### src/rtl/stall_ctrl.sv
`default_nettype none
// ============================================================================
//  Module      : stall_ctrl
//  Description : Pipeline interlock for a five-stage MIPS-style core.
//                Detects D-stage RAW hazards against E/M using Tuse/Tnew,
//                tracks the multi-cycle mult/div unit, and produces PC/D
//                write enables, the E-stage bubble, and a stall counter.
//  Revision    : 1.0 - initial release
// ============================================================================
module stall_ctrl #(
    parameter int MULT_CYC = 5,
    parameter int DIV_CYC  = 10
) (
    input  logic        clk,
    input  logic        res,
    input  logic [4:0]  D_rs,
    input  logic [4:0]  D_rt,
    input  logic [1:0]  D_Tuse_rs,
    input  logic [1:0]  D_Tuse_rt,
    input  logic [4:0]  E_A3,
    input  logic [4:0]  M_A3,
    input  logic [1:0]  E_Tnew,
    input  logic [1:0]  M_Tnew,
    input  logic        D_is_md,
    input  logic        E_md_start,
    input  logic        E_md_div,
    output logic        PC_WE,
    output logic        D_WE,
    output logic        E_clr,
    output logic        md_busy,
    output logic [31:0] stall_cnt
);

    // FSM encoding for the mult/div occupancy tracker
    localparam logic [0:0]  c_ST_IDLE   = 1'b0;
    localparam logic [0:0]  c_ST_BUSY   = 1'b1;

    // Busy-cycle reload values; the 4-bit counter holds up to 15
    localparam logic [3:0]  c_MULT_LOAD = MULT_CYC[3:0];
    localparam logic [3:0]  c_DIV_LOAD  = DIV_CYC[3:0];
    localparam logic [31:0] c_CNT_MAX   = 32'hFFFF_FFFF;

    logic [0:0]  r_state;
    logic [3:0]  r_md_cnt;
    logic [31:0] r_stall_cnt;

    logic w_rs_hit_e;
    logic w_rs_hit_m;
    logic w_rt_hit_e;
    logic w_rt_hit_m;
    logic w_rs_hazard;
    logic w_rt_hazard;
    logic w_md_busy;
    logic w_md_stall;
    logic w_stall;

    // A source hits a producer when the names match and the value is not
    // ready by the time D needs it (Tuse strictly less than Tnew).
    assign w_rs_hit_e  = (D_rs == E_A3) && (D_Tuse_rs < E_Tnew);
    assign w_rs_hit_m  = (D_rs == M_A3) && (D_Tuse_rs < M_Tnew);
    assign w_rt_hit_e  = (D_rt == E_A3) && (D_Tuse_rt < E_Tnew);
    assign w_rt_hit_m  = (D_rt == M_A3) && (D_Tuse_rt < M_Tnew);

    // $zero is never a real dependency, which also covers "no destination"
    // being encoded as register 0 in E_A3/M_A3.
    assign w_rs_hazard = (D_rs != 5'd0) && (w_rs_hit_e || w_rs_hit_m);
    assign w_rt_hazard = (D_rt != 5'd0) && (w_rt_hit_e || w_rt_hit_m);

    // The unit counts as busy in the start cycle itself, before the FSM
    // has registered the operation. Reset masks every stall source so the
    // pipeline free-runs while held in reset.
    assign w_md_busy   = res && ((r_state == c_ST_BUSY) || E_md_start);
    assign w_md_stall  = D_is_md && w_md_busy;

    // All causes are OR-ed into one stall: simultaneous causes cost one cycle
    assign w_stall     = res && (w_rs_hazard || w_rt_hazard || w_md_stall);

    assign PC_WE       = ~w_stall;
    assign D_WE        = ~w_stall;
    assign E_clr       = w_stall;
    assign md_busy     = w_md_busy;
    assign stall_cnt   = r_stall_cnt;

    // Mult/div occupancy FSM: load on start, count down, return to IDLE on 1
    always_ff @(posedge clk or negedge res) begin
        if (!res) begin
            r_state  <= c_ST_IDLE;
            r_md_cnt <= 4'd0;
        end else begin
            case (r_state)
                c_ST_IDLE: begin
                    if (E_md_start) begin
                        r_md_cnt <= E_md_div ? c_DIV_LOAD : c_MULT_LOAD;
                        r_state  <= c_ST_BUSY;
                    end
                end
                c_ST_BUSY: begin
                    // A new start here is ignored; the running op owns the unit
                    if (r_md_cnt == 4'd1) begin
                        r_md_cnt <= 4'd0;
                        r_state  <= c_ST_IDLE;
                    end else begin
                        r_md_cnt <= r_md_cnt - 4'd1;
                    end
                end
                default: begin
                    r_md_cnt <= 4'd0;
                    r_state  <= c_ST_IDLE;
                end
            endcase
        end
    end

    // Saturating count of stalled cycles since reset
    always_ff @(posedge clk or negedge res) begin
        if (!res) begin
            r_stall_cnt <= 32'd0;
        end else if (w_stall && (r_stall_cnt != c_CNT_MAX)) begin
            r_stall_cnt <= r_stall_cnt + 32'd1;
        end
    end

endmodule
`default_nettype wire

### config.mk
export PLATFORM = sky130hd
export DESIGN_NAME = stall_ctrl
export DESIGN_NICKNAME = d
export VERILOG_FILES = /design/src/rtl/stall_ctrl.sv
export SDC_FILE = /design/constraint.sdc
export NUM_CORES = 1
export LEC_CHECK = 0
export BUFFER_PORTS_ARGS = -buffer_cell sky130_fd_sc_hd__buf_2
export CELL_PAD_IN_SITES_DETAIL_PLACEMENT = 2
export CELL_PAD_IN_SITES_GLOBAL_PLACEMENT = 2
export CORE_ASPECT_RATIO = 1.25
export CORE_UTILIZATION = 29
export CTS_CLUSTER_SIZE = 16
export DETAILED_ROUTE_END_ITERATION = 8
export PLACE_DENSITY = 0.82
export SLEW_MARGIN = 20
export SYNTH_ARGS = -nofsm -noshare
export SYNTH_HDL_FRONTEND = slang
export SYNTH_SLANG_ARGS = --single-unit
### constraint.sdc
create_clock -name clk -period 2.1 [get_ports clk]
set_clock_uncertainty 0.2 [all_clocks]
set_input_delay 0.315 -clock clk [delete_from_list [all_inputs] [get_ports clk]]
set_output_delay 0.315 -clock clk [all_outputs]
set_load 0.01 [all_outputs]
==> impl_metrics.json, run 1 <==
{
  "status": "finished, violations left",
  "violations": "setup timing",
  "synthArstFlopShare": 1.00,
  "die_area_mm2": 0.00866,
  "finalCritPeriodShare": 1.16,
  "fillCellCount": 798,
  "relSlewSlack": 0.728,
  "fin_nets": 435,
  "grt_max_degree": 18,
  "synth.top_cell.area_share": 0.385,
  "dp_hpwl_mm": 7.07,
  "slew_viol_final": 0,
  "grt_pass1_wl_mm": 17.0,
  "pwr-share-clk": 0.198,
  "p_int_mw": 1.65,
  "synth.area.top_cells": "dfrtp_1 39%, xor2_1 16%, nor4_2 4.2%",
  "p_leak_nw": 2.08,
  "switchingPower_mw": 1.05,
  "worstPathRequired_ns": 1.58,
  "dr.pass1.iters": 4,
  "crit_fanout": 5,
  "die_x_um": 83.5,
  "die_h_um": 104,
  "fmaxAchievable_mhz": 411,
  "row_count": 36,
  "yosysUniqueCellTypes": 42,
  "portBuffers": 68,
  "combinationalPowerShare": 0.454,
  "floorplan.initialDensity": 0.303,
  "synth.top_cells.by_count": "45 x xor2_1, 37 x dfrtp_1, 20 x nand2_1",
  "root_buffer": "clkbuf_8",
  "totalWireLength_mm": 12.7,
  "slowest_delay_ns": 0.28,
  "maxCapViolCount": 0,
  "grt_use_total": 0.256,
  "h-tree-depth": 2,
  "holdCritPathClass": "in -> reg",
  "clk_latency_ns": 0.30,
  "drt-initial-drc-count": 74,
  "p_seq_frac": 0.348,
  "startpoint_type": "input port",
  "synth_top_cell_by_area": "dfrtp_1",
  "rsz0062_at_grt": "yes",
  "syn_avg_cell_area_um2": 10.1,
  "cts_buffers": 5,
  "cp_data_arrival_time_ns": 1.92,
  "pin_count": 69,
  "seq_area_frac_synth": 0.385,
  "worst_pin_slew_ns": 0.408,
  "area_delta_synth_final_pct": 73.6,
  "synth_flop_cell": "dfrtp_1",
  "p_per_area_mw_per_mm2": 646,
  "worstPathCellList": "buf_8 -> buf_4 -> xor2_2 -> nor4_2 -> buf_4 -> nand3_4 -> a21oi_4 -> o31ai_4 -> buf_12 -> clkinv_4 -> buf_6",
  "drtAntennaViolNets": 0,
  "critPathTopFamily": "buffers and inverters",
  "hold_viol": 0,
  "synthCells": 238,
  "ys_ff_latch": 37,
  "yosysMostFrequentCell": "xor2_1",
  "grt_pass1_vias": 2970,
  "yosys_warnings": 0,
  "crit_top_cell": "buf_4",
  "coreArea_mm2": 0.00793,
  "drive_above_1_share": 0.567,
  "critPathSlowestCell": "nor4_2",
  "switching_share": 0.390,
  "vias_per_cell": 5.35,
  "finalCriticalPeriod_ns": 2.43,
  "gp_congestion": 0.843,
  "synth_edf_count": 0,
  "r2r_slack_ns": -0.19,
  "end_kind": "output pin",
  "clkTransAtPathRegs_ns": 0.07,
  "place_ws_ns": -0.687,
  "path_buf_inv": 6,
  "numClockSinks": 37,
  "netlist_area_mm2": 0.00240,
  "diodes": 0,
  "synth_nets": 278,
  "tns_ns": -6.91,
  "antenna_found_initial": 0,
  "grt_overflow": 0,
  "worstSetupPathType": "in -> out",
  "clockBufferDepth": 2,
  "cts_tree": "done",
  "fin_ws_ns": -0.331,
  "finalSetupViolations": 35,
  "drt-wirelength-per-cell_um": 25.9,
  "route.vias.total": 2622,
  "route.detailed.drc": 0,
  "fin_area_mm2": 0.00417,
  "dpl_cell_area_mm2": 0.00335,
  "ir_drop_mv": 0.474
}
power groups by stage:
stage          clock network [mW]  logic, mW  registers (mW)
2_1_floorplan                   0      0.375            1.00
6_report                    0.535       1.22           0.938
5_1_grt                     0.572       1.30           0.953
4_1_cts                     0.537       1.04           0.924
3_5_place_dp                    0      0.940           0.936
3_3_place_gp                    0      0.873           0.924
worst paths after layout:
check,cells after the start,startpoint,end
setup / recovery,11,E_A3[0],E_clr
hold / removal,3,E_md_div,r_md_cnt[1]
setup reg to reg,7,stall_cnt[17],stall_cnt[29]
hold reg to reg,1,stall_cnt[10],stall_cnt[10]
max in group asynchronous,3,res,stall_cnt[7]
min in group asynchronous,3,res,stall_cnt[6]
per-layer routing:
| metal | routed length, um | vias to the layer above | track usage |
|---|---|---|---|
| met5 | 0 | - | 0 |
| met4 | 659 | 0 | 0.102 |
| met3 | 401 | 37 | 0.0351 |
| met2 | 7700 | 99 | 0.530 |
| met1 | 3940 | 1338 | 0.246 |
| li1 | - | 1148 | - |
placed cells by master (no fill, tap or decap), types with 3 or more instances in the layout:
master,n
buf_4,68
buf_2,54
xor2_1,38
dfrtp_1,33
buf_6,23
nand2_1,20
nor3_4,14
inv_1,9
nand3_1,9
nor2_1,8
nand4_1,8
nor4_4,8
and3_1,8
xor2_2,7
o21ai_0,6
ha_1,6
clkbuf_8,6
xnor2_1,5
buf_8,5
nor2_4,4
dfrtp_2,4
or2_4,3
nor4_2,3
nor4b_4,3
or3_1,3
nor3_1,3
worst min-delay path: stages:
cell,delay (ns)
buf_2,0.11
a211oi_1,0.08
a21oi_1,0.11
through the flow:
stage,total power [mW],hold slack (ns),utilization,cells
global route,2.83,0.210,0.527,490
CTS,2.50,0.153,0.482,477
floorplan,1.38,-0.181,-,238
global placement,1.80,0.246,0.423,459
finish,2.70,0.165,0.527,490
detailed placement,1.88,0.270,0.423,459
state kept, by name, indices dropped and copies added, names as in the netlist:
signal / flops
r_md_cnt: 4
stall_cnt: 32
r_state: 1
final cells by class:
class                           instances  area [um^2]  area share
Tap cell                               95          119      0.0285
Inverter                               10         42.5      0.0102
Clock buffer                            7         86.3      0.0207
Multi-Input combinational cell        187         1820       0.436
Timing Repair Buffer                  154         1170       0.281
Sequential cell                        37          931       0.223
kinds of logic after synthesis:
| logic type | share of synthesized area |
|---|---|
| and+or+nand+nor | 0.304 |
| DFF | 0.385 |
| buffers and inverters | 0.0333 |
| AOI/OAI and AO/OA | 0.0484 |
| xor gates and xnor gates | 0.182 |
| adders and majority gates | 0.0364 |
| muxes | 0.0104 |
repair_timing:
item                                    4_1_cts  5_1_grt
gates resized for setup                      54       56
endpoints found under the setup margin       35       35
endpoints found under the hold margin        21        0
pin swaps                                    21       38
setup buffers                                 9       14
hold buffers                                  2        0
gates cloned                                  1        0
Note: power is estimated with default switching activity, not from simulation.
==> run 2, diff against run 1 <==
Settings changed: TNS_END_PERCENT set to 1.
==> run 2 against run 1 <==
Net effect: the flow still finishes with violations (setup timing); sequential cell count unchanged; critical path depth decreased by 2; total power decreased by 9.5%; register-to-register slack improved by 0.17 ns; combinational power decreased by 17%; global-route usage decreased by 4.1 points; clock power decreased by 5.4%.
==> impl_metrics.json, run 2 (same netlist as run 1, synthesis figures left out) <==
{
  "finalSetupViolations": 31,
  "worstSetupPathType": "in -> out",
  "status": "finished, violations left",
  "coreArea_mm2": 0.00793,
  "final_cell_mix": "65 x buf_2, 64 x buf_4, 43 x xor2_1",
  "switching_share": 0.373,
  "cp_data_arrival_time_ns": 1.80,
  "route.vias.total": 2418,
  "portBuffers": 68,
  "hold_viol": 0,
  "fillCellCount": 854,
  "antenna_found_initial": 0,
  "pwr-share-clk": 0.207,
  "diodes": 0,
  "fin_nets": 417,
  "r2r_slack_ns": -0.02,
  "slowest_delay_ns": 0.40,
  "grt_use_total": 0.215,
  "critPathTopFamily": "simple AND/OR/NAND/NOR gates",
  "vias_per_cell": 5.11,
  "clockBufferDepth": 2,
  "drive_above_1_share": 0.500,
  "p_per_area_mw_per_mm2": 657,
  "r2r_cells": 7,
  "holdCritPathClass": "in -> reg",
  "total_power_mw": 2.44,
  "dp.cells": 456,
  "finalCriticalPeriod_ns": 2.31,
  "worstReg2RegEnd": "stall_cnt[29]",
  "drtAntennaViolNets": 0,
  "grt_overflow": 0,
  "critPathCapture": "E_clr",
  "cts_tree": "done",
  "place_ws_ns": -0.538,
  "worst_pin_slew_ns": 0.725,
  "root_buffer": "clkbuf_8",
  "maxCapViolCount": 0,
  "die_h_um": 104,
  "end_kind": "output pin",
  "h-tree-depth": 2,
  "numClockSinks": 37,
  "die_area_mm2": 0.00866,
  "combinationalPowerShare": 0.414,
  "drt-initial-drc-count": 63,
  "area_delta_synth_final_pct": 54.5,
  "p_seq_frac": 0.379,
  "dr.pass1.iters": 4,
  "switchingPower_mw": 0.911,
  "floorplan.initialDensity": 0.303,
  "ir_drop_mv": 0.545,
  "grt_max_degree": 16,
  "clk_latency_ns": 0.29,
  "finalCritPeriodShare": 1.10,
  "multiInputGateArea_mm2": 0.00162,
  "die_x_um": 83.5,
  "cp.depth": 9,
  "path_buf_inv": 4,
  "final_common_cell": "buf_2",
  "p_leak_nw": 1.89,
  "worstPathRequired_ns": 1.58,
  "drt-wirelength-per-cell_um": 19.5,
  "seqCellArea_um2": 928,
  "r2r_start": "stall_cnt[11]",
  "fmaxAchievable_mhz": 432,
  "startpoint_type": "input port",
  "grt_pass1_vias": 2804,
  "totalWireLength_mm": 9.21,
  "route.detailed.drc": 0,
  "clkTransAtPathRegs_ns": 0.08,
  "rsz0062_at_grt": "yes",
  "worstPathCellList": "buf_2 -> xor2_1 -> nor4_2 -> nand3_1 -> a21oi_2 -> o31ai_4 -> buf_12 -> inv_1 -> buf_2",
  "fin_ws_ns": -0.214,
  "critPathSlowestCell": "nor4_2",
  "largest_reg_flops": 32,
  "final_cells": 473,
  "relSlewSlack": 0.515,
  "violations": "setup timing",
  "p_int_mw": 1.53,
  "gp_congestion": 0.837,
  "dp_hpwl_mm": 6.76,
  "crit_fanout": 6,
  "grt_pass1_wl_mm": 14.7,
  "cts_buffers": 5,
  "startpoint": "D_rs[4]",
  "pin_count": 69,
  "slew_viol_final": 0,
  "row_count": 36,
  "crit_top_cell": "buf_2"
}
run 2: cell types whose count changed in the layout (fill, tap and decap cells not counted), moves of 4 or more:
cell    previous run  this run
buf_4             68        64
buf_6             23         2
nor3_4            14         4
xor2_1            38        43
buf_8              5         0
xor2_2             7         2
nor3_2             0         5
nor3_1             3         8
buf_2             54        65
run 2: worst min-delay path by stage:
stage	end	from	slack, ns	cells past startpoint
after floorplan	r_md_cnt[0]	res	-0.18	0
after global placement	stall_cnt[11]	res	0.20	2
after detailed placement	stall_cnt[13]	res	0.21	2
after CTS	r_md_cnt[3]	E_md_div	0.15	3
after global routing	r_md_cnt[3]	E_md_div	0.18	3
final	r_md_cnt[1]	E_md_div	0.14	3
run 2: layout make-up:
| class | instances | area share |
|---|---|---|
| clock inverters | 2 | 0.00269 |
| multi-input cells | 186 | 0.435 |
| flip-flops and latches | 37 | 0.250 |
| repair buffers | 137 | 0.251 |
| clock buffers | 6 | 0.0195 |
| inverters | 10 | 0.0101 |
| well taps | 95 | 0.0320 |
run 2: metal layers:
metal	GRT usage	wire length [um]	up-vias
met1	0.218	3330	1214
met2	0.447	5360	72
met3	0.0375	359	15
met4	0.0424	157	0
li1	-	-	1117
met5	0	0	-
run 2: power by group through the flow:
stage               Clock [mW]  Sequential (mW)  Combinational (mW)
floorplan                    0            0.999               0.371
global placement             0            0.922               0.842
detailed placement           0            0.937               0.915
CTS                      0.516            0.923               0.984
global route             0.546            0.938                1.10
finish                   0.506            0.924                1.01
run 2: worst reg2reg max path, cell delays in order, from the launching register on:
cell     delay (ns)
dfrtp_1        0.36
and4_1         0.25
nand4_1        0.17
buf_4          0.19
nor3_1         0.21
nand2_1        0.16
nor3b_1        0.31
xor2_1         0.20
run 2: per-stage QoR:
stage / utilization / cell area (um^2) / hold slack (ns) / setup TNS, ns
3_3_place_gp: 0.417 / 3310 / 0.202 / -11.14
6_report: 0.469 / 3720 / 0.144 / -2.70
2_1_floorplan: - / 2420 / -0.181 / -0.647
4_1_cts: 0.459 / 3640 / 0.148 / -3.21
5_1_grt: 0.469 / 3720 / 0.180 / -5.09
3_5_place_dp: 0.417 / 3310 / 0.211 / -14.09
run 2: repair_timing:
item | 4_1_cts | 5_1_grt
hold endpoints to repair | 11 | 0
setup endpoints to repair | 32 | 35
resized for setup | 31 | 11
pin swaps | 15 | 18
setup buffers | 4 | 1
gates cloned | 1 | 0
hold buffers | 3 | 0
==> run 3, diff against run 2 <==
Settings changed: BUFFER_PORTS_ARGS -buffer_cell sky130_fd_sc_hd__buf_2 to -buffer_cell sky130_fd_sc_hd__buf_4.
==> run 3 against run 2 <==
Net effect: the run still ends with setup timing left; total power rose by 3.4%; sequential share of layout area fell by 1.1 points; wire length rose by 5.8%; setup slack got worse by 0.053 ns; critical path depth rose by 1; critical path type unchanged; largest power group unchanged.
==> impl_metrics.json, run 3 (same netlist as run 1, synthesis figures left out) <==
{
  "row_count": 36,
  "place_ws_ns": -0.481,
  "gp_congestion": 0.841,
  "fmaxAchievable_mhz": 423,
  "cp_data_arrival_time_ns": 1.85,
  "slew_viol_final": 0,
  "drive_above_1_share": 0.517,
  "grt_overflow": 0,
  "grt_max_degree": 26,
  "h-tree-depth": 2,
  "relSlewSlack": 0.645,
  "r2r_slack_ns": -0.08,
  "fin_nets": 419,
  "root_buffer": "clkbuf_8",
  "finalCriticalPeriod_ns": 2.37,
  "route.vias.total": 2459,
  "diodes": 0,
  "drt-wirelength-per-cell_um": 20.5,
  "crit_fanout": 3,
  "portBuffers": 68,
  "p_leak_nw": 1.94,
  "hold_viol": 0,
  "grt_pass1_wl_mm": 15.4,
  "fillCellCount": 826,
  "maxCapViolCount": 0,
  "rsz0062_at_grt": "yes",
  "final_cell_mix": "127 x buf_4, 44 x xor2_1, 35 x dfrtp_1",
  "pin_count": 69,
  "clk_latency_ns": 0.29,
  "grt_use_total": 0.228,
  "die_x_um": 83.5,
  "p_per_area_mw_per_mm2": 649,
  "violations": "setup timing",
  "clkTransAtPathRegs_ns": 0.07,
  "ir_drop_mv": 0.472,
  "die_h_um": 104,
  "dp_hpwl_mm": 6.85,
  "clockBufferDepth": 2,
  "r2r_start": "stall_cnt[11]",
  "drtAntennaViolNets": 0,
  "r2r_cells": 7,
  "finalCritPeriodShare": 1.13,
  "worstSetupPathType": "in -> out",
  "area_delta_synth_final_pct": 61.7,
  "worstReg2RegEnd": "stall_cnt[19]",
  "floorplan.initialDensity": 0.303,
  "critPathCapture": "PC_WE",
  "final_common_cell": "buf_4",
  "end_kind": "output pin",
  "worstPathRequired_ns": 1.58,
  "grt_pass1_vias": 2878,
  "startpoint_type": "input port",
  "fin_area_mm2": 0.00389,
  "route.detailed.drc": 0,
  "vias_per_cell": 5.19,
  "totalWireLength_mm": 9.74,
  "worst_pin_slew_ns": 0.529,
  "tns_ns": -2.99,
  "cts_buffers": 5,
  "finalSetupViolations": 32,
  "dpl_cell_area_mm2": 0.00349,
  "largest_reg_flops": 32,
  "antenna_found_initial": 0,
  "hold_slack_ns": 0.159,
  "startpoint": "D_rt[0]",
  "numClockSinks": 37,
  "cts_tree": "done",
  "fin_util": 0.491,
  "fin_ws_ns": -0.267,
  "dr.pass1.iters": 4,
  "status": "finished, violations left",
  "coreArea_mm2": 0.00793,
  "holdCritPathClass": "in -> reg",
  "die_area_mm2": 0.00866,
  "drt-initial-drc-count": 79
}
==> run 3: cell types whose count changed in the layout (fill, tap and decap cells not counted), sizes merged <==
cell         previous run  this run
clkbuf                  6         7
dlygate4sd3             3         1
bufbuf                  1         0
buf                   133       138
clkinv                  2         0
==> run 3: per-layer routing <==
metal / part of all wire / GRT usage
met1: 0.37 / 0.237
met2: 0.57 / 0.453
met3: 0.033 / 0.0351
met4: 0.031 / 0.0823
met5: 0 / 0
==> run 3: worst min-delay path by stage <==
stage                     slack, ns  cells past startpoint      endpoint  startpoint
after global routing           0.17                      3   r_md_cnt[1]    E_md_div
after floorplan               -0.18                      0   r_md_cnt[0]         res
after CTS                      0.17                      3   r_md_cnt[1]    E_md_div
after detailed placement      -0.04                      1  stall_cnt[5]         res
final                          0.16                      3   r_md_cnt[1]    E_md_div
after global placement        -0.04                      1  stall_cnt[5]         res
==> run 3: area by class of cell <==
type                            count  area, um^2  area share
Multi-Input combinational cell    186        1600       0.410
Timing Repair Buffer              139        1120       0.288
Sequential cell                    37         928       0.239
Tap cell                           95         119      0.0306
Clock buffer                        7        86.3      0.0222
Inverter                           10        40.0      0.0103
==> run 3: power by group <==
part | internal [mW] | switching, mW
Combinational | 0.521 | 0.554
Sequential | 0.835 | 0.0925
Clock | 0.261 | 0.261
Total | 1.62 | 0.907
==> run 3: worst max-delay path, cell delays in order <==
cell and delay, ns:
buf_8 0.10, buf_6 0.11, xor2_2 0.14, nor4_2 0.25, nand4_1 0.21, a21oi_4 0.25
o31ai_4 0.09, buf_12 0.14, buf_6 0.11, buf_4 0.13
==> run 3: what timing repair did <==
item / in CTS / in global routing
pin swaps: 17 / 13
cloned: 1 / 0
buffers inserted: 4 / 1
gates resized for setup: 35 / 15
endpoints found under the setup margin: 31 / 36
hold buffers: 1 / 0
endpoints found under the hold margin: 37 / 0
==> run 3: per-stage QoR <==
| stage | instances | total power, mW |
|---|---|---|
| 2_1_floorplan | 238 | 1.37 |
| 3_3_place_gp | 460 | 1.83 |
| 3_5_place_dp | 460 | 1.90 |
| 4_1_cts | 473 | 2.50 |
| 5_1_grt | 474 | 2.66 |
| 6_report | 474 | 2.52 |
